==> src/rtl/io_display_pkg.sv <==
// Shared types and constants for the display controller: mode encoding,
// 640x480 VGA timing, image geometry and the image base addresses.
package io_display_pkg;

  typedef enum logic [1:0] {
    IDLE      = 2'd0,
    SHOW_PROC = 2'd1,
    SHOW_ORIG = 2'd2
  } disp_mode_t;

  localparam int H_ACTIVE = 640;
  localparam int H_FP     = 16;
  localparam int H_SYNC   = 96;
  localparam int H_BP     = 48;
  localparam int V_ACTIVE = 480;
  localparam int V_FP     = 10;
  localparam int V_SYNC   = 2;
  localparam int V_BP     = 33;

  localparam int IMG_W = 400;
  localparam int IMG_H = 400;
  localparam int X_OFF = 120;
  localparam int Y_OFF = 40;

  // Same byte addresses the I/O decoder carves out for the two image regions.
  localparam int PROC_BASE = 120;
  localparam int ORIG_BASE = 160120;

  localparam int ADDR_W = 24;
  localparam int CNT_W  = 10;

  // One pixel-tick pipeline stage of raster control signals.
  typedef struct packed {
    logic hsync;
    logic vsync;
    logic blank_n;
    logic in_img;
  } pix_stage_t;

endpackage

==> src/rtl/vga_timing.sv <==
// Raster counters and raw (undelayed) sync/visible/frame-boundary decode.
// Everything advances only on pix_en.
module vga_timing #(
  parameter int H_ACTIVE = io_display_pkg::H_ACTIVE,
  parameter int H_FP     = io_display_pkg::H_FP,
  parameter int H_SYNC   = io_display_pkg::H_SYNC,
  parameter int H_BP     = io_display_pkg::H_BP,
  parameter int V_ACTIVE = io_display_pkg::V_ACTIVE,
  parameter int V_FP     = io_display_pkg::V_FP,
  parameter int V_SYNC   = io_display_pkg::V_SYNC,
  parameter int V_BP     = io_display_pkg::V_BP
) (
  input  logic                             clk,
  input  logic                             rst,
  input  logic                             pix_en,
  output logic [io_display_pkg::CNT_W-1:0] h_cnt,
  output logic [io_display_pkg::CNT_W-1:0] v_cnt,
  output logic                             hsync,
  output logic                             vsync,
  output logic                             visible,
  output logic                             frame_end
);
  import io_display_pkg::*;

  localparam int H_TOTAL = H_ACTIVE + H_FP + H_SYNC + H_BP;
  localparam int V_TOTAL = V_ACTIVE + V_FP + V_SYNC + V_BP;
  localparam int HS_LO   = H_ACTIVE + H_FP;
  localparam int HS_HI   = H_ACTIVE + H_FP + H_SYNC - 1;
  localparam int VS_LO   = V_ACTIVE + V_FP;
  localparam int VS_HI   = V_ACTIVE + V_FP + V_SYNC - 1;

  logic h_last, v_last;

  assign h_last = (h_cnt == CNT_W'(H_TOTAL - 1));
  assign v_last = (v_cnt == CNT_W'(V_TOTAL - 1));

  always_ff @(posedge clk) begin
    if (rst) begin
      h_cnt <= '0;
      v_cnt <= '0;
    end else if (pix_en) begin
      if (h_last) begin
        h_cnt <= '0;
        v_cnt <= v_last ? '0 : v_cnt + 1'b1;
      end else begin
        h_cnt <= h_cnt + 1'b1;
      end
    end
  end

  assign hsync     = !((h_cnt >= CNT_W'(HS_LO)) && (h_cnt <= CNT_W'(HS_HI)));
  assign vsync     = !((v_cnt >= CNT_W'(VS_LO)) && (v_cnt <= CNT_W'(VS_HI)));
  assign visible   = (h_cnt < CNT_W'(H_ACTIVE)) && (v_cnt < CNT_W'(V_ACTIVE));
  assign frame_end = h_last && v_last;

endmodule

==> src/rtl/io_display_ctrl.sv <==
// Display controller: latches the image select written through the I/O
// decoder, swaps it in at frame boundaries and streams the image to VGA.
module io_display_ctrl #(
  parameter int H_ACTIVE  = io_display_pkg::H_ACTIVE,
  parameter int H_FP      = io_display_pkg::H_FP,
  parameter int H_SYNC    = io_display_pkg::H_SYNC,
  parameter int H_BP      = io_display_pkg::H_BP,
  parameter int V_ACTIVE  = io_display_pkg::V_ACTIVE,
  parameter int V_FP      = io_display_pkg::V_FP,
  parameter int V_SYNC    = io_display_pkg::V_SYNC,
  parameter int V_BP      = io_display_pkg::V_BP,
  parameter int IMG_W     = io_display_pkg::IMG_W,
  parameter int IMG_H     = io_display_pkg::IMG_H,
  parameter int X_OFF     = io_display_pkg::X_OFF,
  parameter int Y_OFF     = io_display_pkg::Y_OFF,
  parameter int PROC_BASE = io_display_pkg::PROC_BASE,
  parameter int ORIG_BASE = io_display_pkg::ORIG_BASE
) (
  input  logic                              clk,
  input  logic                              rst,
  input  logic                              pix_en,
  input  logic                              we,
  input  logic                              show_enb,
  input  logic                              show_original_enb,
  input  logic [7:0]                        wd,
  output logic [io_display_pkg::ADDR_W-1:0] rd_addr,
  input  logic [7:0]                        rd_data,
  output logic                              hsync,
  output logic                              vsync,
  output logic                              blank_n,
  output logic [7:0]                        red,
  output logic [7:0]                        green,
  output logic [7:0]                        blue,
  output logic                              frame_start
);
  import io_display_pkg::*;

  localparam int X_END = X_OFF + IMG_W - 1;
  localparam int Y_END = Y_OFF + IMG_H - 1;

  logic [CNT_W-1:0]  h_cnt, v_cnt;
  logic              hs_raw, vs_raw, visible, frame_end, in_img;
  disp_mode_t        mode, mode_nxt, pending, pending_nxt;
  logic [ADDR_W-1:0] addr_ptr;
  pix_stage_t        stg;
  logic              pix_on;

  vga_timing #(
    .H_ACTIVE(H_ACTIVE), .H_FP(H_FP), .H_SYNC(H_SYNC), .H_BP(H_BP),
    .V_ACTIVE(V_ACTIVE), .V_FP(V_FP), .V_SYNC(V_SYNC), .V_BP(V_BP)
  ) u_timing (
    .clk       (clk),
    .rst       (rst),
    .pix_en    (pix_en),
    .h_cnt     (h_cnt),
    .v_cnt     (v_cnt),
    .hsync     (hs_raw),
    .vsync     (vs_raw),
    .visible   (visible),
    .frame_end (frame_end)
  );

  assign in_img = (h_cnt >= CNT_W'(X_OFF)) && (h_cnt <= CNT_W'(X_END)) &&
                  (v_cnt >= CNT_W'(Y_OFF)) && (v_cnt <= CNT_W'(Y_END));

  function automatic logic [ADDR_W-1:0] mode_base(input disp_mode_t m);
    case (m)
      SHOW_PROC: mode_base = ADDR_W'(PROC_BASE);
      SHOW_ORIG: mode_base = ADDR_W'(ORIG_BASE);
      default:   mode_base = '0;
    endcase
  endfunction

  // Pending select follows CPU stores on any clk; the visible mode only
  // picks it up at the frame boundary so a frame is never torn.
  always_comb begin
    pending_nxt = pending;
    mode_nxt    = mode;
    if (we && show_enb)
      pending_nxt = (wd == 8'd0) ? IDLE : SHOW_PROC;
    else if (we && show_original_enb)
      pending_nxt = (wd == 8'd0) ? IDLE : SHOW_ORIG;
    if (pix_en && frame_end)
      mode_nxt = pending;
  end

  always_ff @(posedge clk) begin
    if (rst) begin
      pending     <= IDLE;
      mode        <= IDLE;
      addr_ptr    <= '0;
      frame_start <= 1'b0;
      stg         <= '{hsync: 1'b1, vsync: 1'b1, blank_n: 1'b0, in_img: 1'b0};
    end else begin
      pending     <= pending_nxt;
      mode        <= mode_nxt;
      frame_start <= pix_en && frame_end;
      if (pix_en) begin
        stg <= '{hsync: hs_raw, vsync: vs_raw, blank_n: visible, in_img: in_img};
        // Raster order walks the image row-major, so a running pointer
        // replaces any row*width product.
        if (frame_end)
          addr_ptr <= mode_base(pending);
        else if (in_img && (mode != IDLE))
          addr_ptr <= addr_ptr + 1'b1;
      end
    end
  end

  assign rd_addr = addr_ptr;

  // rd_data arrives one pix tick after its address, aligned with stg.
  assign pix_on  = stg.in_img && (mode != IDLE);
  assign red     = pix_on ? rd_data : 8'd0;
  assign green   = pix_on ? rd_data : 8'd0;
  assign blue    = pix_on ? rd_data : 8'd0;
  assign hsync   = stg.hsync;
  assign vsync   = stg.vsync;
  assign blank_n = stg.blank_n;

endmodule

==> config.mk <==
export PLATFORM = sky130hd
export DESIGN_NAME = io_display_ctrl
export DESIGN_NICKNAME = d
export VERILOG_FILES = /design/src/rtl/io_display_pkg.sv /design/src/rtl/vga_timing.sv /design/src/rtl/io_display_ctrl.sv
export SDC_FILE = /design/constraint.sdc
export NUM_CORES = 1
export LEC_CHECK = 0
export ABC_AREA = 1
export CORE_ASPECT_RATIO = 0.6
export CORE_MARGIN = 8
export CORE_UTILIZATION = 31
export DETAILED_ROUTE_END_ITERATION = 6
export GPL_ROUTABILITY_DRIVEN = 1
export GPL_TIMING_DRIVEN = 1
export PLACE_DENSITY_LB_ADDON = 0.2
export REMOVE_ABC_BUFFERS = 1
export SLEW_MARGIN = 20
export SYNTH_ARGS = -nofsm -noshare
export SYNTH_HDL_FRONTEND = slang
export SYNTH_SLANG_ARGS = --single-unit
export TNS_END_PERCENT = 50
==> constraint.sdc <==
create_clock -name clk -period 1.98 [get_ports clk]
set_input_delay 0.594 -clock clk [delete_from_list [all_inputs] [get_ports clk]]
set_output_delay 0.594 -clock clk [all_outputs]
set_load 0.01 [all_outputs]
# --- After elaboration in Yosys (flattened, before gate mapping) ---
# Index checks and enable logic that the tools add are counted.
totals:
  out_inout_bits: 52
  ram_bits: 0
  latch_bits: 0
  romBits: 0
  n_memories: 0
  reg_bits: 53
classes:
  eq_ne: 4
  bitwise_logic: 0
  shifts: 0
  add_sub_neg: 3
  n_lt_le_gt_ge: 10
  muxes: 10
  n_div: 0
  n_mul: 0
  reduce_logical: 20
op_table:
  columns: ["operator", "n"]
  rows:
  - ["$mux 24", 2]
  - ["$pmux 18 s2", 1]
  - ["$add 24x1->24 const B", 1]
  - ["$add 10x1->10 const B", 2]
  - ["$eq 10x10->1 const B", 2]
  - ["$le 10x10->1 const B", 2]
  - ["$le 10x9->1 const B", 2]
  - ["$mux 10", 2]
  - ["$logic_and 1x1->1", 12]
  - ["$ge 10x10->1 const B", 1]
  - ["$ge 10x6->1 const B", 1]
  - ["$ge 10x7->1 const B", 1]
  - ["$ge 10x9->1 const B", 1]
  - ["$lt 10x10->1 const B", 1]
  - ["$lt 10x9->1 const B", 1]
  - ["$logic_not 8->1", 1]
  - ["$mux 8", 1]
  - ["$mux 2", 3]
  - ["$reduce_bool 2->1", 3]
  - ["$reduce_and 2->1", 2]
  - ["$eq 2x1->1 const B", 1]
  - ["$eq 2x2->1 const B", 1]
  - ["$logic_not 1->1", 2]
  - ["$mux 1", 1]

# --- Longest topological paths before layout ---
depth:
  depth_word: 7
  depth_mapped: 11

# --- Hierarchy ---
# From an unflattened synthesis, not the netlist that was laid out.
hier_totals:
  cells_unflattened: 585
  area_unflattened_um2: 3565.9
modules_own_cells:
  columns: ["module", "cells_each", "instances", "seq_area_each_um2", "area_each_um2"]
  rows:
  - ["io_display_ctrl", 396, 1, 660.6, 2333.5]
  - ["vga_timing", 189, 1, 400.4, 1232.4]

# --- Worst setup path before layout ---
# No wires, ideal clock.
synth_path:
  path_type: "flip-flop to output port"
  startpoint: "register mode[1]"
  endpoint: "output green[0]"
  t_arrival_ns: 1.034
  setup_slack_ns: 0.352
  path_buffers: 1
  t_required_ns: 1.386
  stages_incl_launch_ff: 6
  path_cell_list: "dfxtp_1 inv_1 nand2_1 nand2_1 nor2_1 buf_4"
synth_via:
  elab_chain_cells: 3
synth_rtl:
  columns: ["element", "line_no", "rtl"]
  rows:
  - ["start: declaration", "io_display_ctrl.sv:43", "disp_mode_t mode, mode_nxt, pending, pending_nxt;"]
  - ["start signal: assignment", "io_display_ctrl.sv:96", "mode <= mode_nxt;"]
  - ["$reduce_bool 2->1", "io_display_ctrl.sv:113", "assign pix_on = stg.in_img && (mode != IDLE);"]
  - ["$logic_and 1x1->1", "io_display_ctrl.sv:113", null]
  - ["$mux 8", null, null]
  - ["end: declaration", "io_display_ctrl.sv:32", "output logic [7:0] green,"]
# No other way between the ends.

# --- Final worst setup path ---
layout_path:
  startpoint: "input rd_data[1]"
  endpoint: "output red[1]"
layout_via:
  elab_chain_cells: 1
layout_rtl:
  columns: ["element", "line_no", "rtl"]
  rows:
  - ["start: declaration", "io_display_ctrl.sv:27", "input logic [7:0] rd_data,"]
  - ["$mux 8", "io_display_ctrl.sv:114", "assign red = pix_on ? rd_data : 8'd0;"]
  - ["end: declaration", "io_display_ctrl.sv:31", "output logic [7:0] red,"]
# No other way between the ends.

==> results by group <==
Clocking
  • Clock buffer depth: 2
  • Clk root buf: clkbuf_16
  • Clock slew at reported path FFs: 0.06 ns
  • CTS tree: done
  • H-tree depth: 2
  • Clock Sinks: 53
  • Clock latency at the later pin of the worst-skew pair: 0.30 ns
  • Num CTS Buffers: 5

STA
  • RSZ-0062 raised after global routing: yes
  • Setup WS post-layout: 0.02530 ns
  • Final max-slew violation count: 0
  • Worst-Margin Slew: 0.3644 ns
  • Final setup fails: 0
  • Final Critical Period: 1.955 ns
  • Final Hold Viols: 0
  • Slew HR: 0.7548
  • Max Freq: 511.6 MHz
  • Skew final: 0.007511 ns
  • Tcrit/Tclk final: 0.9872

Route
  • Total wire length: 10,940 µm
  • Residual DRC: 0
  • 1st-iter DRT viols: 289
  • Vias post-DR: 3,768
  • ANT nets after route: 0
  • DR pass1 iterations: 5
  • Via/cell ratio: 4.652
  • WL/cell: 13.50 µm

Floorplanning
  • IO Count: 74
  • Die Wd: 154.8 µm
  • Die area: 15,370 µm²
  • Die Y: 99.30 µm
  • Core area: 11,300 µm²
  • Starting Density: 0.3173
  • # rows: 30

Logic synthesis
  • Post-synthesis register bit count: 53
  • Number of distinct library cells after synthesis: 39
  • Synth Instances: 563
  • Sequential fraction of the synthesis area: 0.2960
  • Mean Syn Cell Area: 6.367 µm²
  • Syn Std Cell Area: 3585 µm²
  • Synth warnings: 0

Place
  • Dpl hpwl: 8738 µm
  • DP Area: 4599 µm²
  • Final Wtd Congestion: 0.9352
  • Inst Count DP: 801
  • Count of buffers from port buffering: 73
  • Pre-CTS setup slack: -0.5581 ns

Worst setup path
  • Startpoint types: input port
  • Crit-path max FO: 3
  • Critical path required time: 1.39 ns
  • Worst EP arrival: 1.36 ns
  • CP Class: in2out
  • Worst Setup End Kind: primary output

Layout
  • Area growth from synthesis to layout: 32.70%
  • Post-layout util: 0.4210
  • Most frequent cells in the layout: nand2_1 (149), nor2_1 (90), dfxtp_1 (50)
  • Layout cells sized above 1: 0.1938
  • Final instance area: 4757 µm²
  • Finished Layout Cells: 810
  • Ant. Diodes: 0
  • Most common cell after layout, fill and taps aside: nand2_1
  • Nets@finish: 677

Status
  • Outcome: finished, final reports clean

Global route
  • GRT Overall Usage: 0.1437
  • Pin count of the biggest net entering global routing: 29
  • Initial antenna violation count: 0
  • GRT overflow: 0
  • First-pass GRT wire length: 18,000 µm
  • Number of global-route vias before repair: 3,496

Pwr
  • Peak supply drop: 0.0002791 V
  • Leakage: 2.025 nW
  • Pwr dens: 437.1 nW/µm²

Job
  • Max_cap viols: 0

Min path
  • Worst Hold Class: reg2reg
## per-layer routing
layer  GRT usage  vias to the layer above  part of all wire
li1            -                     1937                 -
met1      0.2163                     1678              0.54
met2      0.1922                      146              0.36
met3     0.04113                        7             0.094
met4     0.03296                        0            0.0097
met5           0                        -                 0
## registers in the layout, indices dropped and copies added, names as in the netlist
register,flops
rd_addr,24
vsync,1
hsync,1
pending,2
u_timing.v_cnt,10
mode,2
frame_start,1
u_timing.h_cnt,10
blank_n,1
stg,1
## synthesized netlist by cell type (all sizes together)
cell type / number / share of area
nand2: 163 / 0.18
nor2: 104 / 0.11
inv: 61 / 0.064
dfxtp: 53 / 0.30
nand3: 44 / 0.064
a21oi: 31 / 0.053
buf: 26 / 0.054
xor2: 17 / 0.042
o21ai: 16 / 0.022
nand3b: 9 / 0.019
nand4: 7 / 0.016
nor3: 7 / 0.016
ha: 6 / 0.021
nor4: 3 / 0.0052
xnor2: 3 / 0.0073
clkbuf: 2 / 0.0021
nor3b: 2 / 0.0042
a2111o: 1 / 0.0031
a211oi: 1 / 0.0021
a221oi: 1 / 0.0024
clkinv: 1 / 0.0010
o211ai: 1 / 0.0021
o21a: 1 / 0.0021
o21bai: 1 / 0.0021
o32a: 1 / 0.0028
or2: 1 / 0.0017
## logic make-up after synthesis
logic type	count (synthesis)	share of synthesized area
AND/OR/NAND/NOR	340	0.4213
adder cells (fa/ha/maj)	6	0.02094
flip-flops	53	0.2960
XOR/XNOR	20	0.04887
buffers and inverters	90	0.1211
AO/OA/AOI/OAI	54	0.09180
## power by group
group | internal, mW | total (mW) | switching, mW
clock network | 0.466 | 0.873 | 0.407
logic | 0.0643 | 0.125 | 0.0605
registers | 1.07 | 1.08 | 0.00681
total | 1.61 | 2.08 | 0.474
## area by class of cell
cell class                 count  area [µm²]
timing repair buffer         107       975.9
tap                          160       200.2
clock buffer                   6       128.9
clock inverter                 2       10.01
fill                        1193        6541
sequential                    53        1065
multi-input combinational    420        2145
inverter                      62       232.7
## worst max-delay path, cell delays in order
cell and delay (ns):
clkdlybuf4s50_1 0.46, inv_1 0.05, nor2_2 0.11, buf_2 0.15
## what timing repair did
action / in CTS / in global routing
endpoints found under the setup margin: 24 / 36
pin swaps: 2 / 5
hold buffers: 0 / 0
setup buffers: 0 / 1
resized for setup: 118 / 17
## metrics by stage
stage | total power [mW] | TNS (ns) | hold slack, ns
after CTS | 2.117 | 0 | 0.4728
after global placement | 1.228 | -12.48 | 0.4522
after global routing | 2.182 | -0.03541 | 0.5200
final | 2.080 | 0 | 0.4683
after detailed placement | 1.230 | -12.75 | 0.4561
after floorplan | 1.139 | 0 | 0.4389
## worst paths after layout
path / slack [ns] / end / depth (start not counted) / start
setup / recovery: 0.03 / red[1] / 4 / rd_data[1]
hold / removal: 0.47 / hsync / 2 / hsync
setup reg to reg: 0.19 / rd_addr[7] / 11 / u_timing.v_cnt[0]
hold reg to reg: 0.47 / hsync / 2 / hsync
Power figures use the tool's default switching activity.
